File: config.mk
export PLATFORM = sky130hd
export DESIGN_NAME = pr8_reader
export DESIGN_NICKNAME = d
export VERILOG_FILES = /design/src/rtl/pr8_reader.sv
export SDC_FILE = /design/constraint.sdc
export NUM_CORES = 1
export LEC_CHECK = 0
export ABC_AREA = 1
export CAP_MARGIN = 20
export CORE_UTILIZATION = 48
export DETAILED_ROUTE_END_ITERATION = 8
export GPL_ROUTABILITY_DRIVEN = 1
export PLACE_DENSITY = 0.8
export SYNTH_ARGS = -nofsm -noshare
export SYNTH_HDL_FRONTEND = slang
export SYNTH_SLANG_ARGS = --single-unit
File: constraint.sdc
create_clock -name clk -period 2.82 [get_ports clk]
set_input_delay 0.564 -clock clk [delete_from_list [all_inputs] [get_ports clk]]
set_output_delay 0.564 -clock clk [all_outputs]
set_load 0.01 [all_outputs]
File: src/rtl/pr8_reader.sv
// PR8 paper-tape reader IOT interface: RSF/RRB/RFC decode, host byte fetch, delayed flag.
// Host bytes are accepted only while fetching, then held in a stage register until the delay ends.
module pr8_reader #(
  parameter logic [5:0]  DEV_CODE   = 6'o01,
  parameter int unsigned READ_DELAY = 16
) (
  input  logic        clk,
  input  logic        rst_l,
  input  logic        iop_1,
  input  logic        iop_2,
  input  logic        iop_4,
  input  logic [11:0] io_bmb,
  input  logic        io_pwr_clr,
  input  logic [7:0]  host_data,
  input  logic        host_strobe,
  output logic        host_ready,
  output logic        io_skp_rq_l,
  output logic        io_int_rq_l,
  output logic [11:0] io_data_l,
  output logic        flag,
  output logic        busy
);

  localparam logic [15:0] DelayLoad = 16'(READ_DELAY - 1);

  typedef enum logic [1:0] {StIdle, StFetch, StDelay} state_e;

  state_e      state_q, state_d;
  logic        iop2_q, iop4_q;
  logic        flag_q, flag_d;
  logic [7:0]  rbuf_q, rbuf_d;
  logic [7:0]  stage_q, stage_d;
  logic [15:0] cnt_q, cnt_d;

  logic sel, rrb_hold, rrb_fall, rfc_rise, done;

  assign sel      = (io_bmb[11:9] == 3'o6) && (io_bmb[8:3] == DEV_CODE);
  assign rrb_hold = iop_2 & sel;
  assign rrb_fall = ~iop_2 & iop2_q & sel;
  assign rfc_rise = iop_4 & ~iop4_q & sel;

  always_comb begin
    state_d = state_q;
    flag_d  = flag_q;
    rbuf_d  = rbuf_q;
    stage_d = stage_q;
    cnt_d   = cnt_q;
    done    = 1'b0;

    unique case (state_q)
      StIdle: begin
        if (rfc_rise) state_d = StFetch;
      end
      StFetch: begin
        if (host_strobe) begin
          stage_d = host_data;
          cnt_d   = DelayLoad;
          state_d = StDelay;
        end
      end
      StDelay: begin
        if (cnt_q != 16'd0) begin
          cnt_d = cnt_q - 16'd1;
        end else if (!rrb_hold) begin
          // Completion waits out an active RRB so the bus data never changes mid-pulse.
          rbuf_d  = stage_q;
          done    = 1'b1;
          state_d = StIdle;
        end
      end
      default: state_d = StIdle;
    endcase

    if (done) begin
      flag_d = 1'b1;
    end else if (rfc_rise || rrb_fall) begin
      flag_d = 1'b0;
    end

    if (io_pwr_clr) begin
      state_d = StIdle;
      flag_d  = 1'b0;
      rbuf_d  = 8'd0;
      stage_d = 8'd0;
      cnt_d   = 16'd0;
    end
  end

  always_ff @(posedge clk or negedge rst_l) begin
    if (!rst_l) begin
      state_q <= StIdle;
      flag_q  <= 1'b0;
      rbuf_q  <= 8'd0;
      stage_q <= 8'd0;
      cnt_q   <= 16'd0;
      iop2_q  <= 1'b0;
      iop4_q  <= 1'b0;
    end else begin
      state_q <= state_d;
      flag_q  <= flag_d;
      rbuf_q  <= rbuf_d;
      stage_q <= stage_d;
      cnt_q   <= cnt_d;
      iop2_q  <= io_pwr_clr ? 1'b0 : iop_2;
      iop4_q  <= io_pwr_clr ? 1'b0 : iop_4;
    end
  end

  assign host_ready  = (state_q == StFetch);
  assign busy        = (state_q != StIdle);
  assign flag        = flag_q;
  assign io_int_rq_l = ~flag_q;
  assign io_skp_rq_l = ~(iop_1 & sel & flag_q);
  assign io_data_l   = rrb_hold ? ~{4'b0000, rbuf_q} : 12'o7777;

endmodule
==> impl_metrics.env, run 1 <==
export IMPL_status="complete, no violations"
export IMPL_final_area_sq_mm=0.00277
export IMPL_wl_per_cell_um=11.2
export IMPL_start_util=0.505
export IMPL_hold_start="cnt_q[0]$_DFFE_PN0P_"
export IMPL_antenna_found_initial=0
export IMPL_viasPerCell=4.88
export IMPL_ctsHoldBuffers=0
export IMPL_first_iter_violations=127
export IMPL_io_buffers=36
export IMPL_crit_start="io_bmb[3]"
export IMPL_peakVddDrop_v=0.000330
export IMPL_synth_area_leaders="dfrtp_1, nand2_1, nand3_1, nor2_1, inv_1"
export IMPL_finalNonFillerCells=394
export IMPL_clkPwrFrac=0.284
export IMPL_total_power_mw=1.56
export IMPL_rsz0062_at_grt="false"
export IMPL_yosysWarnings=0
export IMPL_dp_cells=387
export IMPL_synth_edf_count=0
export IMPL_track_usage=0.194
export IMPL_worstPathRequired_ns=2.26
export IMPL_path_delay_family="buffers and inverters"
export IMPL_yosysTopAreaCell="dfrtp_1"
export IMPL_ctsResizeCount=0
export IMPL_dp_hpwl_um=3230
export IMPL_synth_seq_area_share=0.415
export IMPL_fin_crit_ns=2.61
export IMPL_cts_root_buffer="clkbuf_8"
export IMPL_drt_wl_total_um=4420
export IMPL_fp_row_count=24
export IMPL_via_count=1921
export IMPL_fin_skew_ns=0.00614
export IMPL_switching_share=0.341
export IMPL_power_density_mw_per_mm2=563
export IMPL_clock_sinks=37
export IMPL_clk_latency_ns=0.28
export IMPL_synthCells=298
export IMPL_arrival_ns=2.05
export IMPL_place_area_sq_mm=0.00265
export IMPL_clk_path_buf_depth=2
export IMPL_ys_types=31
export IMPL_core_area_sq_mm=0.00441
export IMPL_dr_pass1_iters=4
export IMPL_synth_cells_most_frequent="nand2_1, dfrtp_1, nor2_1, inv_1, nand3_1"
export IMPL_htreeDepth=2
export IMPL_max_cap_violations=0
export IMPL_worstSetupEndpointType="primary output"
export IMPL_fmax_mhz=383
export IMPL_timing_rr_start="cnt_q[0]$_DFFE_PN0P_"
export IMPL_crit_chain="clkdlybuf4s50_1 -> inv_1 -> nor2_1 -> nand3_1 -> nor2_2 -> buf_4 -> nand3_1 -> clkdlybuf4s50_1"
export IMPL_io_pins=44
export IMPL_gp_congestion=0.830
export IMPL_p_comb_frac=0.314
export IMPL_async_flop_share=1.00
export IMPL_fillers=387
export IMPL_cp_max_fo=4
export IMPL_grt_pass1_wl_um=7620
export IMPL_p_int_mw=1.03
export IMPL_cts_tree="done"
export IMPL_drive_above_1_share=0.158
export IMPL_dieArea_sq_mm=0.00492
export IMPL_setup_tns_ns=0
export IMPL_cts_setup_buffers=0
export IMPL_grt_max_degree=38
export IMPL_num_nets_final=370
export IMPL_avgSynthCellArea_sq_um=7.48
export IMPL_synth_top_area_share=0.415
export IMPL_yosysMostFrequentCell="nand2_1"
export IMPL_syn_area_sq_mm=0.00223
export IMPL_cp_num_buf_inv=4
export IMPL_cpPeakStageDelay_ns=0.48
export IMPL_cp_start_kind="input pin"
export IMPL_grt_ovfl_total=0
export IMPL_period_share=0.926
export IMPL_setup_violations=0
export IMPL_grt_pass1_vias=1728
export IMPL_ant_nets=0
export IMPL_ys_ff_latch=37
export IMPL_power_switching_uw=533
export IMPL_leakagePower_nw=1.35
export IMPL_synth_flop_cell="dfrtp_1"
export IMPL_cts_made_buffers=5
export IMPL_die_h_um=70.2
export IMPL_hp_class="flop to flop"
export IMPL_diodes=0
export IMPL_area_growth_pct=24.3
export IMPL_drc_errors=0
export IMPL_cts_clk_slew_worst_paths_ns=0.08
export IMPL_slowest_stage="clkdlybuf4s50_1"
export IMPL_maxSlewViolCount=0
export IMPL_die_w_um=70.2
export IMPL_power_frac_seq=0.402
export IMPL_hold_violations=0
export IMPL_path_class="input pin to primary output"
final cells by class:
| cell class | count | area (sq um) | area share |
|---|---|---|---|
| multi-input cells | 219 | 1110 | 0.400 |
| flip-flops and latches | 37 | 926 | 0.334 |
| repair buffers | 43 | 433 | 0.156 |
| inverters | 36 | 135 | 0.0488 |
| clock buffers | 5 | 68.8 | 0.0248 |
| well taps | 52 | 65.1 | 0.0235 |
| clock inverters | 2 | 35.0 | 0.0126 |
power groups by stage:
stage | Clock, mW | Sequential, mW | Combinational, mW
4_1_cts | 0.450 | 0.627 | 0.493
5_1_grt | 0.470 | 0.634 | 0.558
3_5_place_dp | 0 | 0.636 | 0.492
2_1_floorplan | 0 | 0.627 | 0.383
6_report | 0.443 | 0.628 | 0.490
3_3_place_gp | 0 | 0.635 | 0.483
path summary, 6_finish.rpt:
kind	end	slack, ns	cells after the start
max reg2reg	rbuf_q[3]$_DFFE_PN0P_	1.15	9
max	io_skp_rq_l	0.21	8
max in group asynchronous	cnt_q[6]$_DFFE_PN0P_	1.80	2
min in group asynchronous	cnt_q[8]$_DFFE_PN0P_	0.69	2
min reg2reg	cnt_q[0]$_DFFE_PN0P_	0.48	2
min	cnt_q[0]$_DFFE_PN0P_	0.48	2
cells by family after synthesis:
family / share of synthesized area
other cells: 0.00168
fa+ha+maj: 0.00561
flops: 0.415
simple gates: 0.382
compound gates: 0.0702
buf+inv: 0.0937
xor+xnor: 0.0314
worst reg2reg max path, delay by kind of cell (launching register included):
family                   cells  cell delay, ns
buffers and inverters        1            0.09
AO/OA/AOI/OAI                1            0.05
adder cells (fa/ha/maj)      1            0.22
AND/OR/NAND/NOR              6            0.82
flip-flops                   1            0.38
metrics by stage:
stage / hold WS (ns) / setup WS (ns) / utilization
global placement: 0.461 / 0.0797 / 0.599
CTS: 0.485 / 0.0891 / 0.623
floorplan: 0.268 / 1.02 / -
global route: 0.507 / 0.0825 / 0.628
finish: 0.479 / 0.208 / 0.628
detailed placement: 0.468 / 0.0954 / 0.599
sequential cells by signal, indices dropped and copies added (netlist names):
name and cells:
cnt_q 16, rbuf_q 8, stage_q 8, state_q 2, flag 1, iop2_q 1
iop4_q 1
cell usage in the layout (no fill, tap or decap), drive strengths merged, types with 3 or more instances in the layout:
cell,synthesis,routed
clkinv,2,3
inv,34,34
clkdlybuf4s50,0,28
nand3,29,29
nor2,38,38
conb,1,4
buf,7,7
clkbuf,2,5
nand2,107,107
dlymetal6s2s,0,8
nand3b,3,3
o21ai,24,24
dfrtp,37,37
xor2,6,6
layer usage:
layer,wire (um),track usage,share of wire
met5,0,0,0
met4,36,0.0533,0.0082
met3,161,0.0433,0.036
met2,2000,0.300,0.45
met1,2220,0.274,0.50
Note: power is estimated with default switching activity, not from simulation.
==> inputs of run 2 (changes only) <==
HOLD_SLACK_MARGIN = 0.06   (was not set)
SLEW_MARGIN = 15   (was not set)
==> results of run 2 <==
Same layout as run 1: the final DEF is identical, and so are final timing and power.
==> inputs of run 3 (changes only) <==
clock period = 3.1 ns   (was 2.82 ns; I/O delays follow)
==> run 3 against run 2 <==
Clock skew hardly changed. Worst hold slack worse by 0.0039 ns. Register-to-register slack improved by 0.26 ns. Sequential cell count stayed put. Critical endpoint is now io_data_l[1]. Largest power group unchanged. Highest routed layer unchanged.
==> impl_metrics.env, run 3 (synthesized netlist as in run 1, its figures left out) <==
export IMPL_largest_register_ffs=16
export IMPL_dr_wl_met3_um=241
export IMPL_worstHoldEndpoint="cnt_q[0]$_DFFE_PN0P_"
export IMPL_antenna_found_initial=0
export IMPL_cts_setup_buffers=0
export IMPL_fmax_mhz=347
export IMPL_die_w_um=70.2
export IMPL_power_density_mw_per_mm2=536
export IMPL_grt_pass1_vias=1840
export IMPL_setup_violations=0
export IMPL_ctsHoldBuffers=0
export IMPL_num_nets_final=365
export IMPL_cp_start_kind="input pin"
export IMPL_drive_above_1_share=0.142
export IMPL_grt_max_degree=38
export IMPL_io_buffers=36
export IMPL_layout_commonest_cell="nand2_1"
export IMPL_layout_common_cells="nand2_1, dfrtp_1, clkdlybuf4s50_1"
export IMPL_whs_ns=0.476
export IMPL_fin_crit_ns=2.88
export IMPL_status="complete, no violations"
export IMPL_start_util=0.505
export IMPL_place_area_sq_mm=0.00261
export IMPL_ant_nets=0
export IMPL_top_register="cnt_q"
export IMPL_regToRegSetupSlack_ns=1.41
export IMPL_slew_headroom=0.654
export IMPL_first_iter_violations=146
export IMPL_gp_congestion=0.815
export IMPL_clk_latency_ns=0.29
export IMPL_core_area_sq_mm=0.00441
export IMPL_dp_cells=382
export IMPL_arrival_ns=2.26
export IMPL_cpPeakStageDelay_ns=0.54
export IMPL_setup_tns_ns=0
export IMPL_worstSetupEndpointType="primary output"
export IMPL_die_h_um=70.2
export IMPL_cp_max_fo=9
export IMPL_drt_wl_total_um=4720
export IMPL_grt_ovfl_total=0
export IMPL_grt_pass1_wl_um=8220
export IMPL_final_area_sq_mm=0.00272
export IMPL_wl_per_cell_um=12.1
export IMPL_top_layer="met4"
export IMPL_worstMarginPinSlew_ns=0.517
export IMPL_area_growth_pct=22.2
export IMPL_wl_met1_um=2230
export IMPL_clock_sinks=37
export IMPL_leakagePower_nw=1.34
export IMPL_ctsResizeCount=0
export IMPL_worstPathRequired_ns=2.48
export IMPL_peakVddDrop_v=0.000316
export IMPL_cts_made_buffers=5
export IMPL_cts_clk_slew_worst_paths_ns=0.07
export IMPL_max_cap_violations=0
export IMPL_track_usage=0.212
export IMPL_hp_class="flop to flop"
export IMPL_finalNonFillerCells=390
export IMPL_period_share=0.929
export IMPL_cts_tree="done"
export IMPL_timing_rr_start="cnt_q[1]$_DFFE_PN0P_"
export IMPL_reg2reg_depth=9
export IMPL_diodes=0
export IMPL_crit_chain="clkdlybuf4s50_1 -> nor2_1 -> nand3_1 -> nor2_1 -> nand2_1 -> clkinv_1 -> nand2_1 -> clkdlybuf4s50_1"
export IMPL_reg_top3="cnt_q x16, rbuf_q x8, stage_q x8"
export IMPL_rsz0062_at_grt="false"
export IMPL_wl_met2_um=2160
export IMPL_holdPathStages=2
export IMPL_clk_path_buf_depth=2
export IMPL_dr_pass1_iters=4
export IMPL_via_count=1999
export IMPL_hold_violations=0
export IMPL_fp_row_count=24
export IMPL_dp_hpwl_um=3290
export IMPL_dieArea_sq_mm=0.00492
export IMPL_path_class="input pin to primary output"
export IMPL_io_pins=44
export IMPL_hold_start="cnt_q[0]$_DFFE_PN0P_"
export IMPL_maxSlewViolCount=0
export IMPL_fin_skew_ns=0.00638
export IMPL_htreeDepth=2
export IMPL_viasPerCell=5.13
export IMPL_cts_root_buffer="clkbuf_8"
export IMPL_drc_errors=0
export IMPL_slowest_stage="clkdlybuf4s50_1"
export IMPL_r2r_end="rbuf_q[6]$_DFFE_PN0P_"
run 3: how the worst max path moves through the flow:
stage | end | from | slack (ns)
floorplan | io_data_l[0] | io_bmb[6] | 1.19
global placement | io_data_l[0] | io_bmb[4] | 0.19
detailed placement | io_data_l[0] | io_bmb[8] | 0.19
CTS | io_data_l[0] | io_bmb[8] | 0.17
global route | io_data_l[0] | io_bmb[5] | 0.04
finish | io_data_l[1] | io_bmb[8] | 0.22
run 3: where the power goes:
group	internal (mW)	leakage, nW	switching, mW
clock	0.262	0.0585	0.175
sequential	0.530	0.503	0.0419
combinational	0.167	0.775	0.284
run 3: metal layers:
layer  up-vias  track usage
met1       937        0.281
met2        59        0.337
met5         -            0
li1        991            -
met3        12       0.0519
met4         0       0.0778
run 3: final cells by class:
cell class | instances | area, sq um
Multi-Input combinational cell | 219 | 1110
Inverter | 36 | 135
Clock buffer | 7 | 86.3
Timing Repair Buffer | 38 | 375
Fill cell | 389 | 1690
Tap cell | 52 | 65.1
Sequential cell | 37 | 926
Clock inverter | 1 | 30.0
run 3: per-stage QoR:
| step | utilization | power, mW | setup slack (ns) |
|---|---|---|---|
| floorplan | - | 0.918 | 1.19 |
| global placement | 0.591 | 1.01 | 0.185 |
| detailed placement | 0.591 | 1.02 | 0.186 |
| CTS | 0.617 | 1.47 | 0.174 |
| global route | 0.617 | 1.55 | 0.0409 |
| finish | 0.617 | 1.46 | 0.220 |
run 3: worst max-delay path: cells and delay by family:
kind	cells	cell delay (ns)
buffers and inverters	3	1.26
AND/OR/NAND/NOR	5	0.38
